File: src/rtl/hazard_pkg.sv
// Shared constants and types for the hazard scoreboard unit.
package hazard_pkg;

    // Forward-select encodings for the EX-stage operand muxes
    localparam logic [1:0] FWD_RF  = 2'd0;
    localparam logic [1:0] FWD_WB  = 2'd1;
    localparam logic [1:0] FWD_MEM = 2'd2;

    // Flush counter width (FLUSH_CYC <= 3) and MD outstanding count width (MD_MAX <= 7)
    localparam int unsigned FCW  = 2;
    localparam int unsigned MDCW = 3;

    typedef enum logic {
        IDLE  = 1'b0,
        FLUSH = 1'b1
    } flush_state_t;

endpackage

File: src/rtl/hazard_scoreboard_unit_if.sv
// Pipeline-to-hazard-unit signal bundle; master is the pipeline, slave is the unit.
interface hazard_scoreboard_unit_if #(
    parameter int unsigned RW  = 5,
    parameter int unsigned SCW = 16
);
    logic [RW-1:0]  id_rs, id_rt, id_rd;
    logic           id_use_rs, id_use_rt, id_md;
    logic           idex_memread;
    logic [RW-1:0]  idex_rt, idex_rs_f, idex_rt_f;
    logic           exmem_regwrite, memwb_regwrite;
    logic [RW-1:0]  exmem_rd, memwb_rd;
    logic           br_taken;
    logic           md_done;
    logic [RW-1:0]  md_rd;
    logic           pc_write, ifid_write, idex_bubble, ifid_flush;
    logic [1:0]     fwd_a, fwd_b;
    logic           md_busy;
    logic [SCW-1:0] stall_cnt;

    modport master (
        output id_rs, id_rt, id_rd, id_use_rs, id_use_rt, id_md,
               idex_memread, idex_rt, idex_rs_f, idex_rt_f,
               exmem_regwrite, memwb_regwrite, exmem_rd, memwb_rd,
               br_taken, md_done, md_rd,
        input  pc_write, ifid_write, idex_bubble, ifid_flush,
               fwd_a, fwd_b, md_busy, stall_cnt
    );

    modport slave (
        input  id_rs, id_rt, id_rd, id_use_rs, id_use_rt, id_md,
               idex_memread, idex_rt, idex_rs_f, idex_rt_f,
               exmem_regwrite, memwb_regwrite, exmem_rd, memwb_rd,
               br_taken, md_done, md_rd,
        output pc_write, ifid_write, idex_bubble, ifid_flush,
               fwd_a, fwd_b, md_busy, stall_cnt
    );
endinterface

File: src/rtl/hazard_sb.sv
// Register scoreboard and outstanding-count tracker for multi-cycle MD operations.
module hazard_sb
    import hazard_pkg::*;
#(
    parameter int unsigned NREG   = 32,
    parameter int unsigned RW     = 5,
    parameter int unsigned MD_MAX = 2
) (
    input  logic          clk,
    input  logic          rst,
    input  logic          issue,
    input  logic [RW-1:0] issue_rd,
    input  logic          done,
    input  logic [RW-1:0] done_rd,
    input  logic [RW-1:0] look_a,
    input  logic [RW-1:0] look_b,
    input  logic [RW-1:0] look_c,
    output logic          busy_a,
    output logic          busy_b,
    output logic          busy_c,
    output logic          md_busy
);

    logic [NREG-1:0] sb_q, sb_d;
    logic [MDCW-1:0] cnt_q, cnt_d;

    // Next scoreboard/count: done clears, issue sets; a spurious done never underflows
    always_comb begin
        sb_d  = sb_q;
        cnt_d = cnt_q;
        if (done) begin
            sb_d[done_rd] = 1'b0;
        end
        if (issue && (issue_rd != '0)) begin
            sb_d[issue_rd] = 1'b1;
        end
        if (issue && !done) begin
            cnt_d = cnt_q + MDCW'(1);
        end else if (!issue && done && (cnt_q != '0)) begin
            cnt_d = cnt_q - MDCW'(1);
        end
    end

    // State registers
    always_ff @(posedge clk or negedge rst) begin
        if (!rst) begin
            sb_q  <= '0;
            cnt_q <= '0;
        end else begin
            sb_q  <= sb_d;
            cnt_q <= cnt_d;
        end
    end

    assign busy_a  = sb_q[look_a];
    assign busy_b  = sb_q[look_b];
    assign busy_c  = sb_q[look_c];
    assign md_busy = (cnt_q == MDCW'(MD_MAX));

endmodule

File: src/rtl/hazard_scoreboard_unit.sv
// Stateful hazard controller: forwarding, load-use/MD stalls, flush sequencing, stall counter.
// Optional feature macro: HAZARD_MD_EN enables the MD scoreboard and structural/RAW/WAW stalls.
module hazard_scoreboard_unit
    import hazard_pkg::*;
#(
    parameter int unsigned NREG      = 32,
    parameter int unsigned RW        = $clog2(NREG),
    parameter int unsigned MD_MAX    = 2,
    parameter int unsigned FLUSH_CYC = 1,
    parameter int unsigned SCW       = 16
) (
    input  logic                     clk,
    input  logic                     rst,
    hazard_scoreboard_unit_if.slave  hif
);

    flush_state_t   state_q, state_d;
    logic [FCW-1:0] fcnt_q, fcnt_d;
    logic [SCW-1:0] stall_cnt_q;
    logic [1:0]     fwd_a_c, fwd_b_c;
    logic           load_use, sb_haz, struct_haz, sb_full, stall, flush_act;
    logic           pc_write_c;

    // EX-stage operand forwarding, EX/MEM taking priority over MEM/WB
    always_comb begin
        fwd_a_c = FWD_RF;
        fwd_b_c = FWD_RF;
        if (hif.memwb_regwrite && (hif.memwb_rd != '0) && (hif.memwb_rd == hif.idex_rs_f)) fwd_a_c = FWD_WB;
        if (hif.memwb_regwrite && (hif.memwb_rd != '0) && (hif.memwb_rd == hif.idex_rt_f)) fwd_b_c = FWD_WB;
        if (hif.exmem_regwrite && (hif.exmem_rd != '0) && (hif.exmem_rd == hif.idex_rs_f)) fwd_a_c = FWD_MEM;
        if (hif.exmem_regwrite && (hif.exmem_rd != '0) && (hif.exmem_rd == hif.idex_rt_f)) fwd_b_c = FWD_MEM;
    end

    assign load_use = hif.idex_memread && (hif.idex_rt != '0) &&
                      ((hif.id_use_rs && (hif.idex_rt == hif.id_rs)) ||
                       (hif.id_use_rt && (hif.idex_rt == hif.id_rt)));

    assign flush_act = hif.br_taken || (state_q == FLUSH);
    assign stall     = load_use || sb_haz || struct_haz;

`ifdef HAZARD_MD_EN
    logic busy_rs, busy_rt, busy_rd, md_issue;

    assign md_issue = hif.id_md && !stall && !flush_act;

    hazard_sb #(
        .NREG   (NREG),
        .RW     (RW),
        .MD_MAX (MD_MAX)
    ) u_sb (
        .clk      (clk),
        .rst      (rst),
        .issue    (md_issue),
        .issue_rd (hif.id_rd),
        .done     (hif.md_done),
        .done_rd  (hif.md_rd),
        .look_a   (hif.id_rs),
        .look_b   (hif.id_rt),
        .look_c   (hif.id_rd),
        .busy_a   (busy_rs),
        .busy_b   (busy_rt),
        .busy_c   (busy_rd),
        .md_busy  (sb_full)
    );

    assign sb_haz     = (hif.id_use_rs && busy_rs) || (hif.id_use_rt && busy_rt) ||
                        (hif.id_md && busy_rd);
    assign struct_haz = hif.id_md && sb_full;
`else
    logic unused_md;

    assign unused_md  = ^{hif.id_md, hif.md_done, hif.md_rd, hif.id_rd};
    assign sb_haz     = 1'b0;
    assign struct_haz = 1'b0;
    assign sb_full    = 1'b0;
`endif

    // Flush FSM next state: FLUSH holds for the FLUSH_CYC-1 cycles after the branch cycle
    always_comb begin
        state_d = state_q;
        fcnt_d  = fcnt_q;
        case (state_q)
            IDLE: begin
                if (hif.br_taken && (FLUSH_CYC > 1)) begin
                    state_d = FLUSH;
                    fcnt_d  = FCW'(FLUSH_CYC - 1);
                end
            end
            FLUSH: begin
                if (hif.br_taken) begin
                    fcnt_d = FCW'(FLUSH_CYC - 1);
                end else if (fcnt_q <= FCW'(1)) begin
                    state_d = IDLE;
                    fcnt_d  = '0;
                end else begin
                    fcnt_d = fcnt_q - FCW'(1);
                end
            end
            default: begin
                state_d = IDLE;
                fcnt_d  = '0;
            end
        endcase
    end

    // Flush FSM state register
    always_ff @(posedge clk or negedge rst) begin
        if (!rst) begin
            state_q <= IDLE;
            fcnt_q  <= '0;
        end else begin
            state_q <= state_d;
            fcnt_q  <= fcnt_d;
        end
    end

    // Pipeline controls; flush overrides stall, reset forces the idle values
    always_comb begin
        pc_write_c      = 1'b1;
        hif.ifid_write  = 1'b1;
        hif.idex_bubble = 1'b0;
        hif.ifid_flush  = 1'b0;
        hif.fwd_a       = FWD_RF;
        hif.fwd_b       = FWD_RF;
        hif.md_busy     = 1'b0;
        if (rst) begin
            if (flush_act) begin
                hif.ifid_flush  = 1'b1;
                hif.idex_bubble = 1'b1;
            end else if (stall) begin
                pc_write_c      = 1'b0;
                hif.ifid_write  = 1'b0;
                hif.idex_bubble = 1'b1;
            end
            hif.fwd_a   = fwd_a_c;
            hif.fwd_b   = fwd_b_c;
            hif.md_busy = sb_full;
        end
    end

    assign hif.pc_write = pc_write_c;

    // Saturating count of cycles with the PC held
    always_ff @(posedge clk or negedge rst) begin
        if (!rst) begin
            stall_cnt_q <= '0;
        end else if (!pc_write_c && (stall_cnt_q != '1)) begin
            stall_cnt_q <= stall_cnt_q + SCW'(1);
        end
    end

    assign hif.stall_cnt = stall_cnt_q;

endmodule

File: src/flat_wrapper.sv
// flat-port wrapper written by rule: the top's interface ports become plain ports
module hazard_scoreboard_unit_flat import hazard_pkg::*;
#(
    parameter int unsigned NREG      = 32,
    parameter int unsigned RW        = $clog2(NREG),
    parameter int unsigned MD_MAX    = 2,
    parameter int unsigned FLUSH_CYC = 1,
    parameter int unsigned SCW       = 16
)
  (clk, rst, hif_id_rs, hif_id_rt, hif_id_rd, hif_id_use_rs, hif_id_use_rt, hif_id_md, hif_idex_memread, hif_idex_rt, hif_idex_rs_f, hif_idex_rt_f, hif_exmem_regwrite, hif_memwb_regwrite, hif_exmem_rd, hif_memwb_rd, hif_br_taken, hif_md_done, hif_md_rd, hif_pc_write, hif_ifid_write, hif_idex_bubble, hif_ifid_flush, hif_fwd_a, hif_fwd_b, hif_md_busy, hif_stall_cnt);
  hazard_scoreboard_unit_if #(.RW(RW), .SCW(SCW)) hif_i ();
  input  logic clk;
  input  logic rst;
  input wire logic [$bits(hif_i.id_rs)-1:0] hif_id_rs;
  input wire logic [$bits(hif_i.id_rt)-1:0] hif_id_rt;
  input wire logic [$bits(hif_i.id_rd)-1:0] hif_id_rd;
  input wire logic [$bits(hif_i.id_use_rs)-1:0] hif_id_use_rs;
  input wire logic [$bits(hif_i.id_use_rt)-1:0] hif_id_use_rt;
  input wire logic [$bits(hif_i.id_md)-1:0] hif_id_md;
  input wire logic [$bits(hif_i.idex_memread)-1:0] hif_idex_memread;
  input wire logic [$bits(hif_i.idex_rt)-1:0] hif_idex_rt;
  input wire logic [$bits(hif_i.idex_rs_f)-1:0] hif_idex_rs_f;
  input wire logic [$bits(hif_i.idex_rt_f)-1:0] hif_idex_rt_f;
  input wire logic [$bits(hif_i.exmem_regwrite)-1:0] hif_exmem_regwrite;
  input wire logic [$bits(hif_i.memwb_regwrite)-1:0] hif_memwb_regwrite;
  input wire logic [$bits(hif_i.exmem_rd)-1:0] hif_exmem_rd;
  input wire logic [$bits(hif_i.memwb_rd)-1:0] hif_memwb_rd;
  input wire logic [$bits(hif_i.br_taken)-1:0] hif_br_taken;
  input wire logic [$bits(hif_i.md_done)-1:0] hif_md_done;
  input wire logic [$bits(hif_i.md_rd)-1:0] hif_md_rd;
  output wire logic [$bits(hif_i.pc_write)-1:0] hif_pc_write;
  output wire logic [$bits(hif_i.ifid_write)-1:0] hif_ifid_write;
  output wire logic [$bits(hif_i.idex_bubble)-1:0] hif_idex_bubble;
  output wire logic [$bits(hif_i.ifid_flush)-1:0] hif_ifid_flush;
  output wire logic [$bits(hif_i.fwd_a)-1:0] hif_fwd_a;
  output wire logic [$bits(hif_i.fwd_b)-1:0] hif_fwd_b;
  output wire logic [$bits(hif_i.md_busy)-1:0] hif_md_busy;
  output wire logic [$bits(hif_i.stall_cnt)-1:0] hif_stall_cnt;
  assign hif_i.id_rs = hif_id_rs;
  assign hif_i.id_rt = hif_id_rt;
  assign hif_i.id_rd = hif_id_rd;
  assign hif_i.id_use_rs = hif_id_use_rs;
  assign hif_i.id_use_rt = hif_id_use_rt;
  assign hif_i.id_md = hif_id_md;
  assign hif_i.idex_memread = hif_idex_memread;
  assign hif_i.idex_rt = hif_idex_rt;
  assign hif_i.idex_rs_f = hif_idex_rs_f;
  assign hif_i.idex_rt_f = hif_idex_rt_f;
  assign hif_i.exmem_regwrite = hif_exmem_regwrite;
  assign hif_i.memwb_regwrite = hif_memwb_regwrite;
  assign hif_i.exmem_rd = hif_exmem_rd;
  assign hif_i.memwb_rd = hif_memwb_rd;
  assign hif_i.br_taken = hif_br_taken;
  assign hif_i.md_done = hif_md_done;
  assign hif_i.md_rd = hif_md_rd;
  assign hif_pc_write = hif_i.pc_write;
  assign hif_ifid_write = hif_i.ifid_write;
  assign hif_idex_bubble = hif_i.idex_bubble;
  assign hif_ifid_flush = hif_i.ifid_flush;
  assign hif_fwd_a = hif_i.fwd_a;
  assign hif_fwd_b = hif_i.fwd_b;
  assign hif_md_busy = hif_i.md_busy;
  assign hif_stall_cnt = hif_i.stall_cnt;
  hazard_scoreboard_unit #(.NREG(NREG), .RW(RW), .MD_MAX(MD_MAX), .FLUSH_CYC(FLUSH_CYC), .SCW(SCW)) u_core (.clk(clk), .rst(rst), .hif(hif_i));
endmodule
File: config.mk
export PLATFORM = sky130hd
export DESIGN_NAME = hazard_scoreboard_unit_flat
export DESIGN_NICKNAME = d
export VERILOG_FILES = /design/src/rtl/hazard_pkg.sv /design/src/rtl/hazard_scoreboard_unit_if.sv /design/src/rtl/hazard_sb.sv /design/src/rtl/hazard_scoreboard_unit.sv /design/src/flat_wrapper.sv
export SDC_FILE = /design/constraint.sdc
export NUM_CORES = 1
export LEC_CHECK = 0
export CORE_ASPECT_RATIO = 0.8
export CORE_MARGIN = 2
export CORE_UTILIZATION = 38
export DETAILED_ROUTE_END_ITERATION = 12
export PLACE_DENSITY_LB_ADDON = 0.05
export SETUP_SLACK_MARGIN = 0.02
export SLEW_MARGIN = 20
export SYNTH_ARGS = -nofsm -noshare
export SYNTH_HDL_FRONTEND = slang
export SYNTH_SLANG_ARGS = --single-unit
File: constraint.sdc
create_clock -name clk -period 2.3 [get_ports clk]
set_input_delay 0.46 -clock clk [delete_from_list [all_inputs] [get_ports clk]]
set_output_delay 0.46 -clock clk [all_outputs]
set_load 0.01 [all_outputs]
==> run_results.csv <==
group,metric,value,unit
floorplanning,row_count,19,
yosys,syn_nets,196,
route,wl_met3,207,um
clock_network,cts.sinks,19,
global_routing,overflow,0,
clock_network,clkLatencyLatePin,0.25,ns
yosys,ys_seq_area_share,34.80,%
worst_setup_path,slowest_stage,"or4_4",
clock_network,cts_max_level,1,
final_layout,drive_gt1_share,26.69,%
timing,period_share,99.48,%
route,wl_per_cell,13.81,um
placement,hpwl,3062,um
route,num_vias,1389,
worst_setup_path,cp_common_cell,"buf_6",
timing,slew_headroom,63.56,%
placement,port_buffers,66,
yosys,synth-seq-cells,19,
worst_setup_path,timing.rr.end,"u_core.hif.stall_cnt[15]$_DFFE_PN0P_",
final_layout,antennaDiodeCount,0,
route,top_layer,"met3",
clock_network,cts_buffers,3,
power,vdd_drop_max,0.3224,mV
worst_setup_path,worstPathCellList,"buf_6 > or4_4 > o21ai_4 > buf_6 > nor4_4 > nor4_1 > buf_2",
floorplanning,core_area,3447,um2
timing,maxSlewViolCount,0,
worst_setup_path,crit_buf_inv,3,
yosys,ys_warn_count,0,
worst_setup_path,crit_fanout,2,
hold_path,hp-class,"input pin to asynchronous set/reset pin",
clock_network,clock_path_buffers,2,
worst_setup_path,cp-start-kind,"input pin",
worst_setup_path,worstRegToRegCells,5,
floorplanning,start_util,39.64,%
placement,gp_congestion,0.9391,
worst_setup_path,rr_startpoint,"u_core.hif.stall_cnt[11]$_DFFE_PN0P_",
placement,place_area,2255,um2
floorplanning,die_h,57.63,um
worst_setup_path,critPathMaxStageDelay,0.54,ns
worst_setup_path,required,1.84,ns
power,powerDensity,345.9,nW/um2
clock_network,clk_transition_reported_paths,0.07,ns
yosys,synth_cells,140,
timing,setup_viol,0,
route,drt_iter0_markers,58,
clock_network,cts_tree,"done",
yosys,syn-cell-area,1366,um2
status,status,"complete, no violations",
worst_setup_path,critPathArrivalTime,1.83,ns
route,wl_met2,1883,um
timing,max_freq,437.0,MHz
timing,clock_skew,0.002362,ns
power,power.leakage,0.001072,uW
timing,whs,0.2073,ns
timing,rsz0062_at_grt,"yes",
floorplanning,die_area,4094,um2
worst_setup_path,r2r_setup_slack,0.46,ns
global_routing,grt_first_pass_wirelength,6341,um
route,vias_per_cell,4.996,
worst_setup_path,critPathCaptureType,"output pin",
worst_setup_path,critical_path.top_delay_family,"simple AND/OR/NAND/NOR gates",
yosys,synth_cell_types,33,
global_routing,antenna_found_initial,0,
worst_setup_path,path_class,"input pin to output pin",
final_layout,areaGrowthSynthToFinish,72.80,%
route,antenna_left,0,
final_layout,final_area,2361,um2
floorplanning,pin_count,80,
clock_network,cts-root-buf,"clkbuf_8",
run,maxCapViolCount,0,
timing,hold_viol_final,0,
global_routing,grt_usage,19.39,%
route,dr.pass1.iters,3,
timing,tightest_slew,0.5434,ns
route,drc,0,
yosys,avgSynthCellArea,9.759,um2
timing,period_needed,2.288,ns
route,wirelength,3838,um
global_routing,grt_pass1_vias,1373,
route,drt-met1-wl,1747,um
power,total_power,816.8,uW
floorplanning,dieWidth,71.04,um
final_layout,nNetsFinal,293,
global_routing,grt_max_degree,25,
cells in the final DEF (no fill, tap or decap), drive strengths merged, types with 2 or more instances in the layout:
| cell | n |
|---|---|
| buf | 41 |
| nor2b | 2 |
| and2 | 3 |
| clkbuf | 7 |
| nor4 | 4 |
| xnor2 | 30 |
| inv | 2 |
| nor2 | 4 |
| mux2 | 2 |
| clkdlybuf4s50 | 32 |
| and3 | 7 |
| o21ai | 4 |
| dlymetal6s2s | 3 |
| or4 | 5 |
| dlygate4sd2 | 11 |
| xor2 | 14 |
| nand2 | 6 |
| nand4 | 10 |
| nand3 | 12 |
| o211ai | 2 |
| dfrtp | 19 |
| clkdlybuf4s15 | 4 |
| a21boi | 2 |
power breakdown:
group	internal, uW	switching (uW)
Sequential	340	7.12
Clock	120	114
Combinational	140	95.4
kinds of logic after synthesis:
logic type,after synthesis,synth area share [%]
mux,2,1.923
flops,19,34.80
buf+inv,5,2.014
xor+xnor,44,28.21
other cells,1,0.2745
simple gates,56,24.45
compound gates,12,7.417
fa+ha+maj,1,0.9156
worst reg2reg max path, delay by kind of cell, from the launching register on:
kind	cells	cell delay [ns]
and+or+nand+nor	3	0.62
AOI/OAI and AO/OA	1	0.52
DFF	1	0.43
xor gates and xnor gates	1	0.16
cells in the mapped netlist:
master / number / area, um2
a21boi_4: 1 / 18.77
nand3_1: 12 / 60.06
and4_1: 1 / 8.760
buf_4: 2 / 15.01
a21boi_1: 1 / 7.510
o21a_1: 1 / 7.510
xor2_1: 14 / 122.6
or4_1: 4 / 30.03
dfrtp_1: 19 / 475.5
ha_1: 1 / 12.51
and2_1: 3 / 18.77
nor2_1: 4 / 15.01
mux2_4: 1 / 15.01
o2111a_2: 1 / 12.51
nand3b_1: 1 / 7.510
xnor2_1: 30 / 262.8
nor2b_1: 2 / 12.51
o21ai_1: 1 / 5.000
or4_4: 1 / 11.26
mux2_1: 1 / 11.26
buf_2: 1 / 5.000
nand4_1: 10 / 62.56
nand4b_1: 1 / 8.760
inv_1: 2 / 7.510
nor4_1: 4 / 25.02
a211oi_1: 1 / 7.510
nand2_4: 1 / 11.26
and3_1: 7 / 43.79
o22ai_2: 1 / 12.51
o211ai_1: 2 / 15.01
conb_1: 1 / 3.750
o21ai_0: 3 / 15.01
nand2_1: 5 / 18.77
worst max-delay path by stage:
stage / startpoint / end / slack (ns) / depth (start not counted)
after detailed placement: hif_exmem_rd[0] / hif_fwd_a[0] / -0.72 / 6
after CTS: hif_exmem_rd[2] / hif_fwd_b[0] / 0.006 / 7
after floorplan: hif_exmem_rd[0] / hif_fwd_a[0] / 0.19 / 4
final: hif_exmem_rd[0] / hif_fwd_b[0] / 0.01 / 7
after global routing: hif_idex_rs_f[0] / hif_fwd_a[1] / -0.04 / 6
after global placement: hif_memwb_rd[4] / hif_fwd_b[0] / -0.65 / 6
routing by layer:
layer / up-vias / track usage (%)
li1: 696 / -
met1: 658 / 25.61
met4: 0 / 2.965
met3: 0 / 4.870
met5: - / 0
met2: 35 / 33.24
metrics by stage:
| stage | worst slack [ns] | utilization [%] | cells | setup TNS (ns) |
|---|---|---|---|---|
| after floorplan | 0.1869 | - | 140 | 0 |
| after global placement | -0.6499 | 65.41 | 271 | -6.222 |
| after detailed placement | -0.7242 | 65.41 | 271 | -6.625 |
| after CTS | 0.006106 | 66.72 | 278 | 0 |
| after global routing | -0.04459 | 68.49 | 278 | -0.09322 |
| final | 0.01187 | 68.49 | 278 | 0 |
registers in the layout, summed over array words and instances (netlist names):
| name | count |
|---|---|
| u_core.state_q | 1 |
| u_core.fcnt_q | 2 |
| u_core.hif.stall_cnt | 16 |
repair_timing:
action | 4_1_cts | 5_1_grt
setup endpoints to repair | 11 | 8
pin swaps | 13 | 14
hold buffers | 0 | 0
setup buffers | 3 | 0
gates resized for setup | 80 | 28
cell type report:
type                       count  area [um2]
fill                         301        1086
multi-input combinational    116       920.9
timing repair buffer          95       858.3
sequential                    19       475.5
tap                           42       52.55
clock buffer                   3       41.29
inverter                       2       7.507
clock inverter                 1       5.005
Note: power is estimated with default switching activity, not from simulation.
